**src/rtl/fetch_controller.sv**
```systemverilog
// fetch_controller: instruction fetch FSM (IDLE/FETCH/HALTED) with stall, redirect and halt handling.
// Define FETCH_PERF_CNT_EN to enable the saturating delivered-instruction counter on o_fetch_count.
module fetch_controller #(
    parameter logic [23:0] RESET_VECTOR = 24'd0,
    parameter logic [3:0]  HALT_OPCODE  = 4'hF
) (
    input  logic        i_clk,
    input  logic        i_rst,
    output logic [23:0] o_pc,
    input  logic [23:0] i_inst,
    input  logic        i_stall,
    input  logic        i_redirect,
    input  logic [23:0] i_redirect_pc,
    output logic [23:0] o_ir,
    output logic [23:0] o_irpc,
    output logic        o_ir_valid,
    output logic        o_halted,
    output logic [15:0] o_fetch_count
);
    typedef enum logic [1:0] {S_IDLE, S_FETCH, S_HALTED} state_t;

    state_t      r_state, w_state_next;
    logic [23:0] r_pc, r_ir, r_irpc, w_pc_next, w_ir_next, w_irpc_next;
    logic        r_ir_valid, r_halted, w_ir_valid_next, w_is_halt;

    assign w_is_halt = i_inst[23:20] == HALT_OPCODE;

    always_ff @(posedge i_clk or posedge i_rst) begin
        if (i_rst) begin
            r_state    <= S_IDLE;
            r_pc       <= RESET_VECTOR;
            r_ir       <= '0;
            r_irpc     <= '0;
            r_ir_valid <= 1'b0;
            r_halted   <= 1'b0;
        end else begin
            r_state    <= w_state_next;
            r_pc       <= w_pc_next;
            r_ir       <= w_ir_next;
            r_irpc     <= w_irpc_next;
            r_ir_valid <= w_ir_valid_next;
            r_halted   <= w_state_next == S_HALTED;
        end
    end

    // Redirect wins over everything; halt is only seen on a capturing edge
    always_comb begin
        w_state_next    = r_state;
        w_pc_next       = r_pc;
        w_ir_next       = r_ir;
        w_irpc_next     = r_irpc;
        w_ir_valid_next = r_ir_valid;
        if (i_redirect) begin
            w_state_next    = S_FETCH;
            w_pc_next       = i_redirect_pc;
            w_ir_valid_next = 1'b0;
        end else if (r_state == S_IDLE) begin
            w_state_next    = S_FETCH;
            w_ir_valid_next = 1'b0;
        end else if (r_state == S_HALTED) begin
            w_ir_valid_next = 1'b0;
        end else if (!i_stall) begin
            w_ir_next       = i_inst;
            w_irpc_next     = r_pc;
            w_ir_valid_next = 1'b1;
            w_state_next    = w_is_halt ? S_HALTED : S_FETCH;
            w_pc_next       = w_is_halt ? r_pc : r_pc + 24'd1;
        end
    end

    assign o_pc       = r_pc;
    assign o_ir       = r_ir;
    assign o_irpc     = r_irpc;
    assign o_ir_valid = r_ir_valid;
    assign o_halted   = r_halted;

`ifdef FETCH_PERF_CNT_EN
    logic [15:0] r_fetch_count;
    logic        w_capture;

    assign w_capture = r_state == S_FETCH && !i_redirect && !i_stall;

    always_ff @(posedge i_clk or posedge i_rst) begin
        if (i_rst)
            r_fetch_count <= '0;
        else if (w_capture && r_fetch_count != 16'hFFFF)
            r_fetch_count <= r_fetch_count + 16'd1;
    end

    assign o_fetch_count = r_fetch_count;
`else
    assign o_fetch_count = 16'h0000;
`endif
endmodule

```
**config.mk**
```make
export PLATFORM = sky130hd
export DESIGN_NAME = fetch_controller
export DESIGN_NICKNAME = d
export VERILOG_FILES = /design/src/rtl/fetch_controller.sv
export SDC_FILE = /design/constraint.sdc
export NUM_CORES = 1
export LEC_CHECK = 0
export CAP_MARGIN = 40
export CORE_MARGIN = 3
export CORE_UTILIZATION = 41
export CTS_BUF_LIST = sky130_fd_sc_hd__clkbuf_4
export DETAILED_ROUTE_END_ITERATION = 10
export PLACE_DENSITY = 0.79
export RECOVER_POWER = 25
export SYNTH_ARGS = -nofsm -noshare
export SYNTH_HDL_FRONTEND = slang
export SYNTH_SLANG_ARGS = --single-unit
```
**constraint.sdc**
```tcl
create_clock -name i_clk -period 2.8 [get_ports i_clk]
set_clock_uncertainty 0.15 [all_clocks]
set_input_delay 0.56 -clock i_clk [delete_from_list [all_inputs] [get_ports i_clk]]
set_output_delay 0.56 -clock i_clk [all_outputs]
set_load 0.03 [all_outputs]
```
==> results of run 1 <==
synth_stat cells (7+ instances only):
cell / count / share of area (%)
sky130_fd_sc_hd__a31oi_1: 8 / 1.4
sky130_fd_sc_hd__buf_4: 17 / 3.6
sky130_fd_sc_hd__dfrtp_1: 76 / 53
sky130_fd_sc_hd__mux2_2: 48 / 15
sky130_fd_sc_hd__nand2_1: 20 / 2.1
sky130_fd_sc_hd__nand3_1: 16 / 2.2
sky130_fd_sc_hd__nand4_1: 7 / 1.2
sky130_fd_sc_hd__nor2_1: 11 / 1.1
sky130_fd_sc_hd__o21ai_0: 13 / 1.8
sky130_fd_sc_hd__o31ai_1: 8 / 1.7
sky130_fd_sc_hd__or4_1: 10 / 2.1
worst min path at each step:
stage,start,to,slack (ns),cells after the start
after floorplan,r_state[1]$_DFF_PP0_,r_state[1]$_DFF_PP0_,0.35,2
after global placement,o_ir[3]$_DFFE_PP0P_,o_ir[3]$_DFFE_PP0P_,0.34,1
after detailed placement,o_irpc[14]$_DFFE_PP0P_,o_irpc[14]$_DFFE_PP0P_,0.34,1
after CTS,i_rst,o_ir[6]$_DFFE_PP0P_,0.32,2
after global routing,o_ir[5]$_DFFE_PP0P_,o_ir[5]$_DFFE_PP0P_,0.39,1
final,o_irpc[11]$_DFFE_PP0P_,o_irpc[11]$_DFFE_PP0P_,0.37,1
metal layers:
layer | vias up | track usage, %
met1 | 1416 | 24.1
met2 | 116 | 27.6
met3 | 13 | 4.63
li1 | 1353 | -
met4 | 0 | 6.20
met5 | - | 0
where the power goes:
part | switching (uW) | leakage, uW | internal, uW
clock network | 370 | 0.0000839 | 365
registers | 123 | 0.000888 | 1260
logic | 577 | 0.00104 | 487
logic make-up after synthesis:
family,count (synthesis)
simple gates,96
mux,49
compound gates,43
fa+ha+maj,1
xor+xnor,6
other cells,1
flops,76
buf+inv,36
per-stage QoR:
step	cell area (sq um)	hold WS, ns
after floorplan	3650	0.352
after global placement	4910	0.337
after detailed placement	4910	0.344
after CTS	5060	0.322
after global routing	5060	0.387
final	5060	0.369
sequential cells by signal, indices dropped and copies added (netlist names):
name,count
o_ir,24
o_ir_valid,1
o_irpc,24
r_state,2
o_halted,1
o_pc,24
cell type report:
| cell class | count | area (sq um) |
|---|---|---|
| repair buffers | 133 | 1330 |
| well taps | 105 | 131 |
| clock buffers | 10 | 75.1 |
| fillers | 672 | 3320 |
| clock inverters | 5 | 77.6 |
| flip-flops and latches | 76 | 1900 |
| multi-input cells | 211 | 1520 |
| inverters | 5 | 20.0 |
==> out/results.md, run 1 <==
| Parameter | This run |
| --- | --- |
| Run status | complete, no violations |
| Antenna viol nets, final | 0 |
| Total track usage | 17.7% |
| Area fraction in compound gates after synthesis | 7.91% |
| Cell count of the worst reg-to-reg path | 4 |
| H-tree levels | 3 |
| Clock tree from TritonCTS | yes |
| Final worst-path setup slack | 0.452 ns |
| Most used cells in the layout excluding fill and tap cells | sky130_fd_sc_hd__clkdlybuf4s50_1, sky130_fd_sc_hd__dfrtp_1, sky130_fd_sc_hd__mux2_2 |
| Endpoint of the worst-slack reg-to-reg timing path | o_pc[17]$_DFFE_PP0P_ |
| Number of resized instances in the post-cts repair step | 0 |
| Dpl ws | 0.274 ns |
| WP depth | 1 |
| Buffers and inverters on the worst path | 1 |
| Share of synthesized registers carrying an async set or reset | 100% |
| Total length of routed met2 wires | 4080 um |
| Number of buffers inserted by hold repair at cts | 0 |
| Die Outline Area | 9920 sq um |
| Clock sink count | 76 |
| Slew at the pin with the worst max-slew slack | 1.31 ns |
| First element of the critical path | o_pc[13]$_DFFE_PP0P_ |
| Total Wirelength | 8490 um |
| Count of state elements after synthesis | 76 |
| Number of rows in the core area | 33 |
| Setup TNS Final | 0 ns |
| Data arrival time of the worst path | 1.64 ns |
| Die outline width | 99.6 um |
| Warnings, synthesis | 0 |
| Initial standard-cell utilization of the core | 42.9% |
| Reported max-cap violation count | 0 |
| Sequential element share of the synthesized area | 52.9% |
| Mean instance size in the synthesized netlist | 11.7 sq um |
| Static Leak | 0.00201 uW |
| Launch instance of the worst register-to-register path | o_pc[2]$_DFFE_PP0P_ |
| P per Cell Area | 628 nW/um^2 |
| Total of endpoints with negative setup slack in the final report | 0 |
| DRC violation count after routing | 0 |
| Synth unique cells | 44 |
| Leading cell type in the layout, fill and taps excluded | sky130_fd_sc_hd__clkdlybuf4s50_1 |
| Global-route wire length before repair | 14100 um |
| Class of the tightest hold or removal check | flip-flop to flip-flop |
| Worst slew margin relative to its limit | 12.2% |
| List of cells traversed by the critical path | clkdlybuf4s50_1 |
| Proportion of synthesized area in mux cells | 15.3% |
| Uppermost signal routing layer after detailed routing | met4 |
| Number of global-route vias before repair | 2796 |
| Setup repair after global routing missed its margin | false |
| Initial antenna violation count | 0 |
| Fin. Hold Viols | 0 |
| Clock root cell | sky130_fd_sc_hd__clkbuf_4 |
| Wire length on met1 | 3640 um |
| Met3 wire len | 622 um |
| Final Cycle Share | 83.8% |
| Buffers on Ports | 125 |
| Classification of the worst setup path | flip-flop to primary output |
| Number of nets in the finished design | 489 |
| Layout Area Growth over Synthesis | 40.9% |
| Synth Instances | 308 |
| Maximum vdd ir drop | 0.366 mV |
| Flip-flop cell with the highest count after synthesis | sky130_fd_sc_hd__dfrtp_1 |
| Clock latency reported for the late side of the worst-skew pair | 0.41 ns |
| Cell family with most CP delay | buffers and inverters |
| Detailed-route via count | 2898 |
| Max-slew violation count | 0 |
| Tot Pwr | 3180 uW |
| Crit end category | primary output |
| Worst Path Max Fanout | 8 |
| Capturing instance or port of the critical path | o_pc[13] |
| Simple-gate share of the synthesized area | 15.5% |
| Clock transition time at the flip-flop clock pins of the worst setup and hold paths | 0.12 ns |
| Launching element type of the critical path | flip-flop |
| Setup repair bufs after CTS | 0 |
| Area of the core | 8380 sq um |
| Pin count of the biggest net entering global routing | 49 |
| Height of the chip | 99.6 um |
| Utilization after layout | 60.4% |
| Combinational family with the most area after synthesis | simple AND/OR/NAND/NOR gates |
| Reg-to-reg setup timing slack | 0.66 ns |
| Crit path required time | 2.09 ns |
| Standard cell with the maximum stage delay on the critical path | sky130_fd_sc_hd__clkdlybuf4s50_1 |
| Routed length per instance | 15.6 um |
| Post-DP HPWL | 6300 um |
| Number of CTS-inserted buffers | 9 |
| Global placement routability congestion | 0.862 |
| Placed instance count | 530 |
| Total I/O pin count | 142 |
| Total congestion overflow after global routing | 0 |
| Iteration count of the initial detailed-routing pass | 5 |
| FMAX | 0.426 GHz |
| Critical Path Max Stage Delay | 0.73 ns |
| Number of flops mapped to enable cells by yosys | 0 |
| Summed instance area of the synthesized netlist | 3590 sq um |
| Post-synthesis adder-cell area fraction | 0.348% |
| Per-cell via count in the routed design | 5.32 |
| Clock tree buffer depth | 2 |
| Synth Area in XOR/XNOR | 1.46% |
| Diode count | 0 |
| Clock period minus final worst setup slack | 2.35 ns |
| Number of standard cells in the final layout excluding fillers | 545 |
| DRT iter0 DRCs | 127 |
| Share of final-layout standard cells stronger than drive strength 1 | 17.5% |
Power figures use the tool's default switching activity.
==> run 2, diff against run 1 <==
--- a/config.mk
+++ b/config.mk
@@ -7,10 +7,10 @@
 export LEC_CHECK = 0
 export CAP_MARGIN = 40
 export CORE_MARGIN = 3
-export CORE_UTILIZATION = 41
+export CORE_UTILIZATION = 45
 export CTS_BUF_LIST = sky130_fd_sc_hd__clkbuf_4
 export DETAILED_ROUTE_END_ITERATION = 10
-export PLACE_DENSITY = 0.79
+export PLACE_DENSITY = 0.82
 export RECOVER_POWER = 25
 export SYNTH_ARGS = -nofsm -noshare
 export SYNTH_HDL_FRONTEND = slang
==> constraint.sdc (replaced) <==
create_clock -name i_clk -period 2.4 [get_ports i_clk]
set_clock_uncertainty 0.15 [all_clocks]
set_input_delay 0.48 -clock i_clk [delete_from_list [all_inputs] [get_ports i_clk]]
set_output_delay 0.48 -clock i_clk [all_outputs]
set_load 0.03 [all_outputs]
==> out/results.md, run 2 (synthesis gave the netlist of run 1 again) <==
| Parameter | This run | vs previous |
| --- | --- | --- |
| Run status | complete, no violations | unchanged |
| Detailed-route via count | 2898 | unchanged |
| Post-DP HPWL | 6490 um | was 6300 um |
| Global-route wire length before repair | 14300 um | was 14100 um |
| Number of buffers inserted by hold repair at cts | 0 | unchanged |
| Setup repair after global routing missed its margin | false | unchanged |
| Final Instance Area | 5120 sq um | was 5060 sq um |
| Leading cell type in the layout, fill and taps excluded | sky130_fd_sc_hd__clkdlybuf4s50_1 | unchanged |
| Static Leak | 0.00205 uW | was 0.00201 uW |
| Crit end category | primary output | unchanged |
| Initial standard-cell utilization of the core | 48.0% | was 42.9% |
| Worst Path Max Fanout | 8 | unchanged |
| Clock transition time at the flip-flop clock pins of the worst setup and hold paths | 0.12 ns | about the same |
| Clock sink count | 76 | unchanged |
| DRT iter0 DRCs | 205 | was 127 |
| Number of nets in the finished design | 495 | was 489 |
| Slew at the pin with the worst max-slew slack | 1.03 ns | was 1.31 ns |
| Pin count of the biggest net entering global routing | 77 | was 49 |
| Standard cell with the maximum stage delay on the critical path | sky130_fd_sc_hd__clkdlybuf4s50_1 | unchanged |
| Class of the tightest hold or removal check | flip-flop to flip-flop | unchanged |
| Number of rows in the core area | 31 | was 33 |
| Area of the core | 7490 sq um | was 8380 sq um |
| Height of the chip | 95.3 um | was 99.6 um |
| Total Wirelength | 8890 um | was 8490 um |
| Global placement routability congestion | 0.814 | was 0.862 |
| Reported max-cap violation count | 0 | unchanged |
| Crit path required time | 1.77 ns | was 2.09 ns |
| Setup TNS Final | 0 ns | unchanged |
| Cell family with most CP delay | buffers and inverters | unchanged |
| Utilization after layout | 68.4% | was 60.4% |
| Placed instance count | 530 | unchanged |
| List of cells traversed by the critical path | clkdlybuf4s50_1 | unchanged |
| Share of final-layout standard cells stronger than drive strength 1 | 18.8% | was 17.5% |
| Most used cells in the layout excluding fill and tap cells | sky130_fd_sc_hd__clkdlybuf4s50_1, sky130_fd_sc_hd__dfrtp_1, sky130_fd_sc_hd__mux2_2 | unchanged |
| Maximum vdd ir drop | 0.486 mV | was 0.366 mV |
| H-tree levels | 3 | unchanged |
| Buffers and inverters on the worst path | 1 | unchanged |
| Launching element type of the critical path | flip-flop | unchanged |
| Classification of the worst setup path | flip-flop to primary output | unchanged |
| Clock tree from TritonCTS | yes | unchanged |
| Final Cycle Share | 95.0% |  |
| Setup repair bufs after CTS | 0 | unchanged |
| Max-slew violation count | 0 | unchanged |
| Number of resized instances in the post-cts repair step | 0 | unchanged |
| Final hold slack | 0.367 ns | was 0.369 ns |
| Per-cell via count in the routed design | 5.32 | unchanged |
| Number of CTS-inserted buffers | 9 | unchanged |
| Number of standard cells in the final layout excluding fillers | 545 | unchanged |
| Clock tree buffer depth | 2 | unchanged |
| Total of endpoints with negative setup slack in the final report | 0 | unchanged |
| Layout Area Growth over Synthesis | 42.6% | was 40.9% |
| DRC violation count after routing | 0 | unchanged |
| Total I/O pin count | 142 | unchanged |
| Clock root cell | sky130_fd_sc_hd__clkbuf_4 | unchanged |
| Number of global-route vias before repair | 2944 | was 2796 |
| FMAX | 0.439 GHz |  |
| Clock latency reported for the late side of the worst-skew pair | 0.42 ns | was 0.41 ns |
| Antenna viol nets, final | 0 | unchanged |
| Critical Path Max Stage Delay | 0.72 ns | was 0.73 ns |
| Clock period minus final worst setup slack | 2.28 ns |  |
| Die Outline Area | 9090 sq um | was 9920 sq um |
| Initial antenna violation count | 0 | unchanged |
| Iteration count of the initial detailed-routing pass | 4 | was 5 |
| Worst slew margin relative to its limit | 31.5% | was 12.2% |
| Buffers on Ports | 125 | unchanged |
| Data arrival time of the worst path | 1.65 ns | was 1.64 ns |
| Total congestion overflow after global routing | 0 | unchanged |
| Total track usage | 20.5% | was 17.7% |
| Area after DPL | 4960 sq um | was 4910 sq um |
| P per Cell Area | 746 nW/um^2 | was 628 nW/um^2 |
| Fin. Hold Viols | 0 | unchanged |
| Routed length per instance | 16.3 um | was 15.6 um |
| Diode count | 0 | unchanged |
| Die outline width | 95.3 um | was 99.6 um |
==> run 2: path summary, 6_finish.rpt <==
path,from,end,slack [ns],cells past startpoint
setup / recovery,o_pc[9]$_DFFE_PP0P_,o_pc[9],0.12,1
hold reg to reg,o_irpc[14]$_DFFE_PP0P_,o_irpc[14]$_DFFE_PP0P_,0.37,1
hold / removal,o_irpc[14]$_DFFE_PP0P_,o_irpc[14]$_DFFE_PP0P_,0.37,1
setup reg to reg,o_pc[1]$_DFFE_PP0P_,o_pc[14]$_DFFE_PP0P_,0.35,4
min in group asynchronous,i_rst,o_ir[0]$_DFFE_PP0P_,0.74,3
max in group asynchronous,i_rst,o_irpc[2]$_DFFE_PP0P_,0.70,3
==> run 2: metrics by stage <==
stage	setup WS, ns	total power (uW)
after floorplan	0.381	2340
after CTS	0.0995	3870
after detailed placement	0.00155	2900
final	0.120	3820
after global routing	0.0234	4020
after global placement	0.0726	2870
==> run 2: final cells by class <==
| type | instances | area [sq um] |
|---|---|---|
| multi-input cells | 211 | 1520 |
| inverters | 5 | 22.5 |
| clock buffers | 9 | 67.6 |
| repair buffers | 139 | 1380 |
| well taps | 99 | 124 |
| clock inverters | 6 | 104 |
| flip-flops and latches | 76 | 1900 |
| fillers | 577 | 2360 |
==> run 2: where the power goes <==
part           leakage (uW)  switching (uW)  total [uW]  internal, uW
Clock             0.0000932             441         956           515
Combinational       0.00107             682        1260           575
Sequential         0.000888             144        1610          1460
==> run 2: layer usage <==
layer / vias up / global-route usage (%) / wire (um)
met4: 0 / 7.57 / 111
met5: - / 0 / 0
met3: 11 / 6.24 / 698
li1: 1368 / - / -
met2: 111 / 34.5 / 4600
met1: 1408 / 24.8 / 3480
==> run 3, diff against run 2 <==
==> constraint.sdc (replaced) <==
create_clock -name i_clk -period 2.4 [get_ports i_clk]
set_clock_uncertainty 0.15 [all_clocks]
set_input_delay 0.48 -clock i_clk [delete_from_list [all_inputs] [get_ports i_clk]]
set_output_delay 0.48 -clock i_clk [all_outputs]
set_load 0.02 [all_outputs]
==> results of run 3 <==
The final DEF is identical to that of run 2. Status: complete, no violations.
Main changes from that run: setup slack after layout 0.120 ns -> 0.186 ns; total power 3820 uW -> 3670 uW; worst IR drop on VDD 0.486 mV -> 0.468 mV
